## src/rtl/esc_intr_pkg.sv

```systemverilog
// Shared types and constants for the escalation interrupt bank.
package esc_intr_pkg;

  // Per-channel escalation receiver states.
  typedef enum logic [2:0] {
    StIdle   = 3'd0,
    StCheck  = 3'd1,
    StPing2  = 3'd2,
    StEsc    = 3'd3,
    StSigint = 3'd4
  } esc_rx_state_e;

  // Register word addresses; counters occupy AddrCntBase + k.
  localparam int unsigned AddrIntrState  = 0;
  localparam int unsigned AddrIntrEnable = 1;
  localparam int unsigned AddrIntrTest   = 2;
  localparam int unsigned AddrClear      = 3;
  localparam int unsigned AddrCntBase    = 4;

  // Diff-pair encodings as {p, n}.
  localparam logic [1:0] EscIdle   = 2'b01;
  localparam logic [1:0] EscActive = 2'b10;
  localparam logic [1:0] EscSigint = 2'b00;

endpackage

```

## src/rtl/esc_chan_rx.sv

```systemverilog
// Single escalation receiver: wire decode, handshake FSM and response pair.
module esc_chan_rx
  import esc_intr_pkg::*;
(
  input  logic       clk_i,
  input  logic       rst_ni,
  input  logic [1:0] esc_tx_i,
  output logic [1:0] esc_rx_o,
  output logic       esc_raw_o,
  output logic       sigint_evt_o
);

  esc_rx_state_e state_q, state_d;
  logic [1:0]    resp_d;
  logic          sigint_evt_d;
  logic          wire_active;
  logic          wire_sigint;

  assign wire_active = (esc_tx_i == EscActive);
  assign wire_sigint = (esc_tx_i[1] == esc_tx_i[0]);

  // Next state and next response; a sigint sample overrides every move.
  always_comb begin
    state_d      = state_q;
    resp_d       = EscIdle;
    sigint_evt_d = 1'b0;
    if (wire_sigint) begin
      state_d = StSigint;
    end else begin
      unique case (state_q)
        StIdle:   state_d = wire_active ? StCheck : StIdle;
        StCheck:  state_d = wire_active ? StEsc : StPing2;
        StPing2:  state_d = StIdle;
        StEsc:    state_d = wire_active ? StEsc : StIdle;
        StSigint: state_d = wire_active ? StCheck : StIdle;
        default:  state_d = StIdle;
      endcase
    end
    unique case (state_d)
      StCheck:  resp_d = EscActive;
      StEsc:    resp_d = ~esc_rx_o;  // continues the toggle begun by CHECK
      StSigint: resp_d = EscSigint;
      default:  resp_d = EscIdle;
    endcase
    sigint_evt_d = (state_d == StSigint) && (state_q != StSigint);
  end

  // State, response and sigint-entry pulse registers.
  always_ff @(posedge clk_i or negedge rst_ni) begin
    if (!rst_ni) begin
      state_q      <= StIdle;
      esc_rx_o     <= EscIdle;
      sigint_evt_o <= 1'b0;
    end else begin
      state_q      <= state_d;
      esc_rx_o     <= resp_d;
      sigint_evt_o <= sigint_evt_d;
    end
  end

  assign esc_raw_o = (state_q == StEsc);

endmodule

```

## src/rtl/esc_intr_bank.sv

```systemverilog
// Bank of escalation receivers with interrupts, duration counters and a register port.
module esc_intr_bank
  import esc_intr_pkg::*;
#(
  parameter int unsigned NumChan = 4,
  parameter int unsigned CntW    = 16,
  parameter bit          Sticky  = 1'b0,
  localparam int unsigned AddrW  = $clog2(NumChan + 4)
) (
  input  logic                 clk_i,
  input  logic                 rst_ni,
  input  logic [2*NumChan-1:0] esc_tx_i,
  output logic [2*NumChan-1:0] esc_rx_o,
  output logic [NumChan-1:0]   esc_en_o,
  output logic [NumChan-1:0]   intr_o,
  input  logic                 reg_we_i,
  input  logic [AddrW-1:0]     reg_addr_i,
  input  logic [31:0]          reg_wdata_i,
  output logic [31:0]          reg_rdata_o
);

  logic [NumChan-1:0] esc_raw;
  logic [NumChan-1:0] sigint_evt;
  logic [NumChan-1:0] esc_en;
  logic [NumChan-1:0] esc_en_q;
  logic [NumChan-1:0] esc_evt;
  logic [NumChan-1:0] intr_state_q;
  logic [NumChan-1:0] intr_enable_q;
  logic [NumChan-1:0] sigint_status_q;
  logic [CntW-1:0]    cnt_q [NumChan];

  logic               we_state, we_enable, we_test, we_clear;
  logic [NumChan-1:0] wdata;
  logic [NumChan-1:0] w1c, test_set, clr;
  logic               unused_wdata;

  // One receiver per channel.
  for (genvar k = 0; k < NumChan; k++) begin : g_chan
    esc_chan_rx u_rx (
      .clk_i        (clk_i),
      .rst_ni       (rst_ni),
      .esc_tx_i     (esc_tx_i[2*k+:2]),
      .esc_rx_o     (esc_rx_o[2*k+:2]),
      .esc_raw_o    (esc_raw[k]),
      .sigint_evt_o (sigint_evt[k])
    );
  end

  // Write decode; bits at or above NumChan are dropped.
  assign wdata        = reg_wdata_i[NumChan-1:0];
  assign unused_wdata = ^reg_wdata_i;
  assign we_state     = reg_we_i && (reg_addr_i == AddrW'(AddrIntrState));
  assign we_enable    = reg_we_i && (reg_addr_i == AddrW'(AddrIntrEnable));
  assign we_test      = reg_we_i && (reg_addr_i == AddrW'(AddrIntrTest));
  assign we_clear     = reg_we_i && (reg_addr_i == AddrW'(AddrClear));
  assign w1c          = we_state ? wdata : '0;
  assign test_set     = we_test  ? wdata : '0;
  assign clr          = we_clear ? wdata : '0;

  // Escalation enable: follows the wire, or latched until cleared.
  if (Sticky) begin : g_sticky
    logic [NumChan-1:0] esc_latch_q;

    // Latch stays set while raw escalation is present, even across a clear.
    always_ff @(posedge clk_i or negedge rst_ni) begin
      if (!rst_ni) esc_latch_q <= '0;
      else         esc_latch_q <= (esc_latch_q & ~clr) | esc_raw;
    end

    assign esc_en = esc_raw | esc_latch_q;
  end else begin : g_level
    assign esc_en = esc_raw;
  end

  assign esc_en_o = esc_en;
  assign esc_evt  = esc_en & ~esc_en_q;

  // Interrupt, enable and sigint status registers; hardware set beats W1C.
  always_ff @(posedge clk_i or negedge rst_ni) begin
    if (!rst_ni) begin
      esc_en_q        <= '0;
      intr_state_q    <= '0;
      intr_enable_q   <= '0;
      sigint_status_q <= '0;
    end else begin
      esc_en_q        <= esc_en;
      intr_state_q    <= (intr_state_q & ~w1c) | esc_evt | sigint_evt | test_set;
      intr_enable_q   <= we_enable ? wdata : intr_enable_q;
      sigint_status_q <= (sigint_status_q & ~clr) | sigint_evt;
    end
  end

  // Saturating escalation-duration counters; clear with increment yields 1.
  always_ff @(posedge clk_i or negedge rst_ni) begin
    if (!rst_ni) begin
      for (int unsigned k = 0; k < NumChan; k++) cnt_q[k] <= '0;
    end else begin
      for (int unsigned k = 0; k < NumChan; k++) begin
        if (clr[k]) begin
          cnt_q[k] <= esc_raw[k] ? CntW'(1) : '0;
        end else if (esc_raw[k] && (cnt_q[k] != '1)) begin
          cnt_q[k] <= cnt_q[k] + CntW'(1);
        end
      end
    end
  end

  assign intr_o = intr_state_q & intr_enable_q;

  // Combinational read mux; unmapped and write-only words read 0.
  always_comb begin
    reg_rdata_o = '0;
    if (reg_addr_i == AddrW'(AddrIntrState))  reg_rdata_o = 32'(intr_state_q);
    if (reg_addr_i == AddrW'(AddrIntrEnable)) reg_rdata_o = 32'(intr_enable_q);
    for (int unsigned k = 0; k < NumChan; k++) begin
      if (reg_addr_i == AddrW'(AddrCntBase + k)) reg_rdata_o = 32'(cnt_q[k]);
    end
  end

endmodule

```

## config.mk

```make
export PLATFORM = sky130hd
export DESIGN_NAME = esc_intr_bank
export DESIGN_NICKNAME = d
export VERILOG_FILES = /design/src/rtl/esc_intr_pkg.sv /design/src/rtl/esc_chan_rx.sv /design/src/rtl/esc_intr_bank.sv
export SDC_FILE = /design/constraint.sdc
export NUM_CORES = 1
export LEC_CHECK = 0
export CAP_MARGIN = 0
export CORE_MARGIN = 2
export CORE_UTILIZATION = 56
export CTS_BUF_LIST = sky130_fd_sc_hd__clkbuf_4 sky130_fd_sc_hd__clkbuf_8
export CTS_CLUSTER_SIZE = 40
export DETAILED_ROUTE_END_ITERATION = 8
export PLACE_DENSITY = 0.86
export SLEW_MARGIN = 20
export SYNTH_ARGS = -nofsm -noshare
export SYNTH_HDL_FRONTEND = slang
export SYNTH_SLANG_ARGS = --single-unit
```

## constraint.sdc

```tcl
create_clock -name clk_i -period 2.6 [get_ports clk_i]
set_input_delay 0.26 -clock clk_i [delete_from_list [all_inputs] [get_ports clk_i]]
set_output_delay 0.26 -clock clk_i [all_outputs]
set_load 0.005 [all_outputs]
```

==> results.yml <==
detailed_routing:
  post_drt_wl_per_cell_um: 18.1
  ant_nets: 0
  wl_met2_mm: 7.19
  vias: 5440
  drc: 0
  wl_met3_mm: 1.27
  top_layer: "met4"
  via_per_inst: 6.51
  wl_mm: 15.1
  m1WireLength_mm: 6.30
  first_pass_iters: 5
  drtIter0Drc: 563
timing:
  fin_crit_sh_pct: 95.4
  fmax_mhz: 403
  slew_violations: 0
  finClkSkew_ns: 0.0118
  fin_hold_ws_ns: 0.456
  setup_viol: 0
  min_period_ns: 2.48
  rsz0062_at_grt: "no"
  fin_setup_tns_ns: 0
  finalHoldViolCount: 0
  relSlewSlack_pct: 44.5
  worst_pin_slew_ns: 0.826
floorplanning:
  die_w_um: 108
  die_area_mm2: 0.0116
  die_y_um: 108
  row_count: 37
  initial_utilization_pct: 58.0
  core_mm2: 0.0104
  io_pins: 94
synthesis:
  yosys.cell_count.top_type: "dfrtp_1"
  syn_area_mm2: 0.00604
  synth_top_area_share_pct: 39.8
  synthArstFlopShare_pct: 100
  yosysWarnings: 0
  synthFlopType: "dfrtp_1"
  synthCells: 648
  ys_seq_area_share_pct: 41.5
  synth_edf_count: 0
  avgSynthCellArea_um2: 9.32
  synth_area_leader_cell: "dfrtp_1"
  ys_seq_elements: 100
  yosys-top-cells-count: "dfrtp_1 (96), nand2_1 (65), a21oi_1 (58), o21ai_0 (37), nand3_1 (29)"
  ys_top_cells_by_area: "dfrtp_1 (40%), a21oi_1 (4.8%), mux4_2 (4.5%)"
  yosysUniqueCellTypes: 54
placed_design:
  gp_congestion: 0.895
  port_buffers: 49
  dp_hpwl_mm: 11.0
cts:
  clock_latency_ns: 0.38
  path_clk_slew_ns: 0.10
  cts_sinks: 100
  htree_levels: 3
  cts_buffers: 9
  postCtsSetupBuffers: 0
  clockBufferDepth: 2
  ctsRootBufferMaster: "clkbuf_8"
  cts_tree: "done"
min_path:
  hold_path.class: "in -> async"
power_and_ir_drop:
  clockPowerShare_pct: 26.5
  intPower_mw: 2.47
  seqPwrFrac_pct: 56.2
  powerDensity_mw_per_mm2: 527
  p_leak_nw: 2.78
  switching_share_pct: 31.4
  power_switching_mw: 1.13
  combPwrFrac_pct: 17.3
  peakVddDrop_v: 0.000314
layout:
  multi_input_area_mm2: 0.00326
  final-seq-area_mm2: 0.00251
  drive_gt1_share_pct: 10.4
  fin_nets: 749
  final_util_pct: 65.7
  nFillCells: 820
  syn_to_final_growth_pct: 13.4
  insertedDiodeCount: 0
job:
  cap_violations: 0
critical_path:
  r2r_slack_ns: 0.39
  worst-r2r-cell-count: 6
  cp.required_ns: 2.34
  worstPathArrival_ns: 2.22
  critPathMaxFanout: 12
  cp-end-kind: "output port"
  critPathKind: "in -> out"
  crit_path_start_kind: "primary input"
global_route:
  overflow: 0
  grt_pass1_vias: 5025
  grt_pass1_wl_mm: 24.9
  grt_usage_pct: 27.4
  antenna_found_initial: 0
  grt_max_degree: 101
status:
  outcome: "completed"
cells by family (layout without fill, tap and decap cells):
| logic type | Yosys count | after routing | share of synthesized area [%] |
|---|---|---|---|
| AND/OR/NAND/NOR | 279 | 279 | 26.1 |
| AO/OA/AOI/OAI | 161 | 161 | 17.0 |
| flip-flops | 100 | 100 | 41.5 |
| buffers and inverters | 66 | 103 | 5.47 |
| multiplexers | 33 | 33 | 8.14 |
| adder cells (fa/ha/maj) | 8 | 8 | 1.66 |
| other | 1 | 16 | 0.0621 |
power by group through the flow:
stage                     combinational [mW]  sequential (mW)  clock (mW)
after CTS                              0.630             2.01       0.986
after detailed placement               0.625             2.05           0
after global routing                   0.700             2.06        1.04
final                                  0.624             2.03       0.955
after global placement                 0.598             2.03           0
after floorplan                        0.398             1.94           0
through the flow:
step           total power [mW]  instance area (um2)  std cells  setup WS [ns]
2_1_floorplan              2.34                 6090        663          0.811
3_3_place_gp               2.63                 6650        819          0.101
3_5_place_dp               2.67                 6650        819         0.0673
4_1_cts                    3.63                 6840        836         0.0606
5_1_grt                    3.79                 6850        836         0.0145
6_report                   3.61                 6850        836          0.120
layer usage:
layer  up-vias  track usage (%)
met2       254             42.7
met3        36             5.99
met1      2636             38.0
met4         0             9.16
li1       2514                -
met5         -                0
registers in the layout (all words and copies together), names as in the netlist:
name	count
g_chan.u_rx.esc_rx_o	8
intr_enable_q	4
g_chan.u_rx.sigint_evt_o	4
intr_state_q	4
esc_en_q	4
g_chan.u_rx.state_q	12
cnt_q	64
cell usage in the layout (no fill, tap or decap), types with 13 or more instances in the layout:
cell              n
and2_1           22
nand3_1          29
nand2_1          65
or4_1            22
nor4_1           13
dfrtp_1          96
nor2_1           20
conb_1           16
nand2b_1         15
clkdlybuf4s50_1  47
o31ai_1          18
o21ai_0          37
buf_4            16
inv_1            17
nand4_1          27
a21oi_1          58
what timing repair did:
action / CTS / global route
gates resized for setup: 0 / 1
hold endpoints to repair: 96 / 0
endpoints found under the setup margin: 0 / 4
hold buffers: 1 / 0
path summary, 6_finish.rpt:
check	from	to
setup reg to reg	cnt_q[1]$_DFFE_PN0P_	cnt_q[5]$_DFFE_PN0P_
hold / removal	rst_ni	cnt_q[32]$_DFFE_PN0P_
min in group clk_i	g_chan[3].u_rx.state_q[2]$_DFF_PN0_	g_chan[3].u_rx.sigint_evt_o$_DFF_PN0_
max in group asynchronous	rst_ni	cnt_q[41]$_DFFE_PN0P_
setup / recovery	reg_addr_i[1]	reg_rdata_o[11]
hold reg to reg	g_chan[3].u_rx.state_q[2]$_DFF_PN0_	g_chan[3].u_rx.sigint_evt_o$_DFF_PN0_
worst max-delay path, stage by stage:
cell and delay [ns]:
clkdlybuf4s50_1 0.47, buf_4 0.18, buf_12 0.16, mux4_2 0.51
and2_1 0.19, clkdlybuf4s50_1 0.45
area by class of cell:
cell class                 count  area share [%]
inverter                      20            1.10
sequential                   100            36.6
clock buffer                  10            2.01
tap                          136            2.49
clock inverter                 6           0.658
timing repair buffer          67            9.54
multi-input combinational    497            47.6
Note: power is estimated with default switching activity, not from simulation.
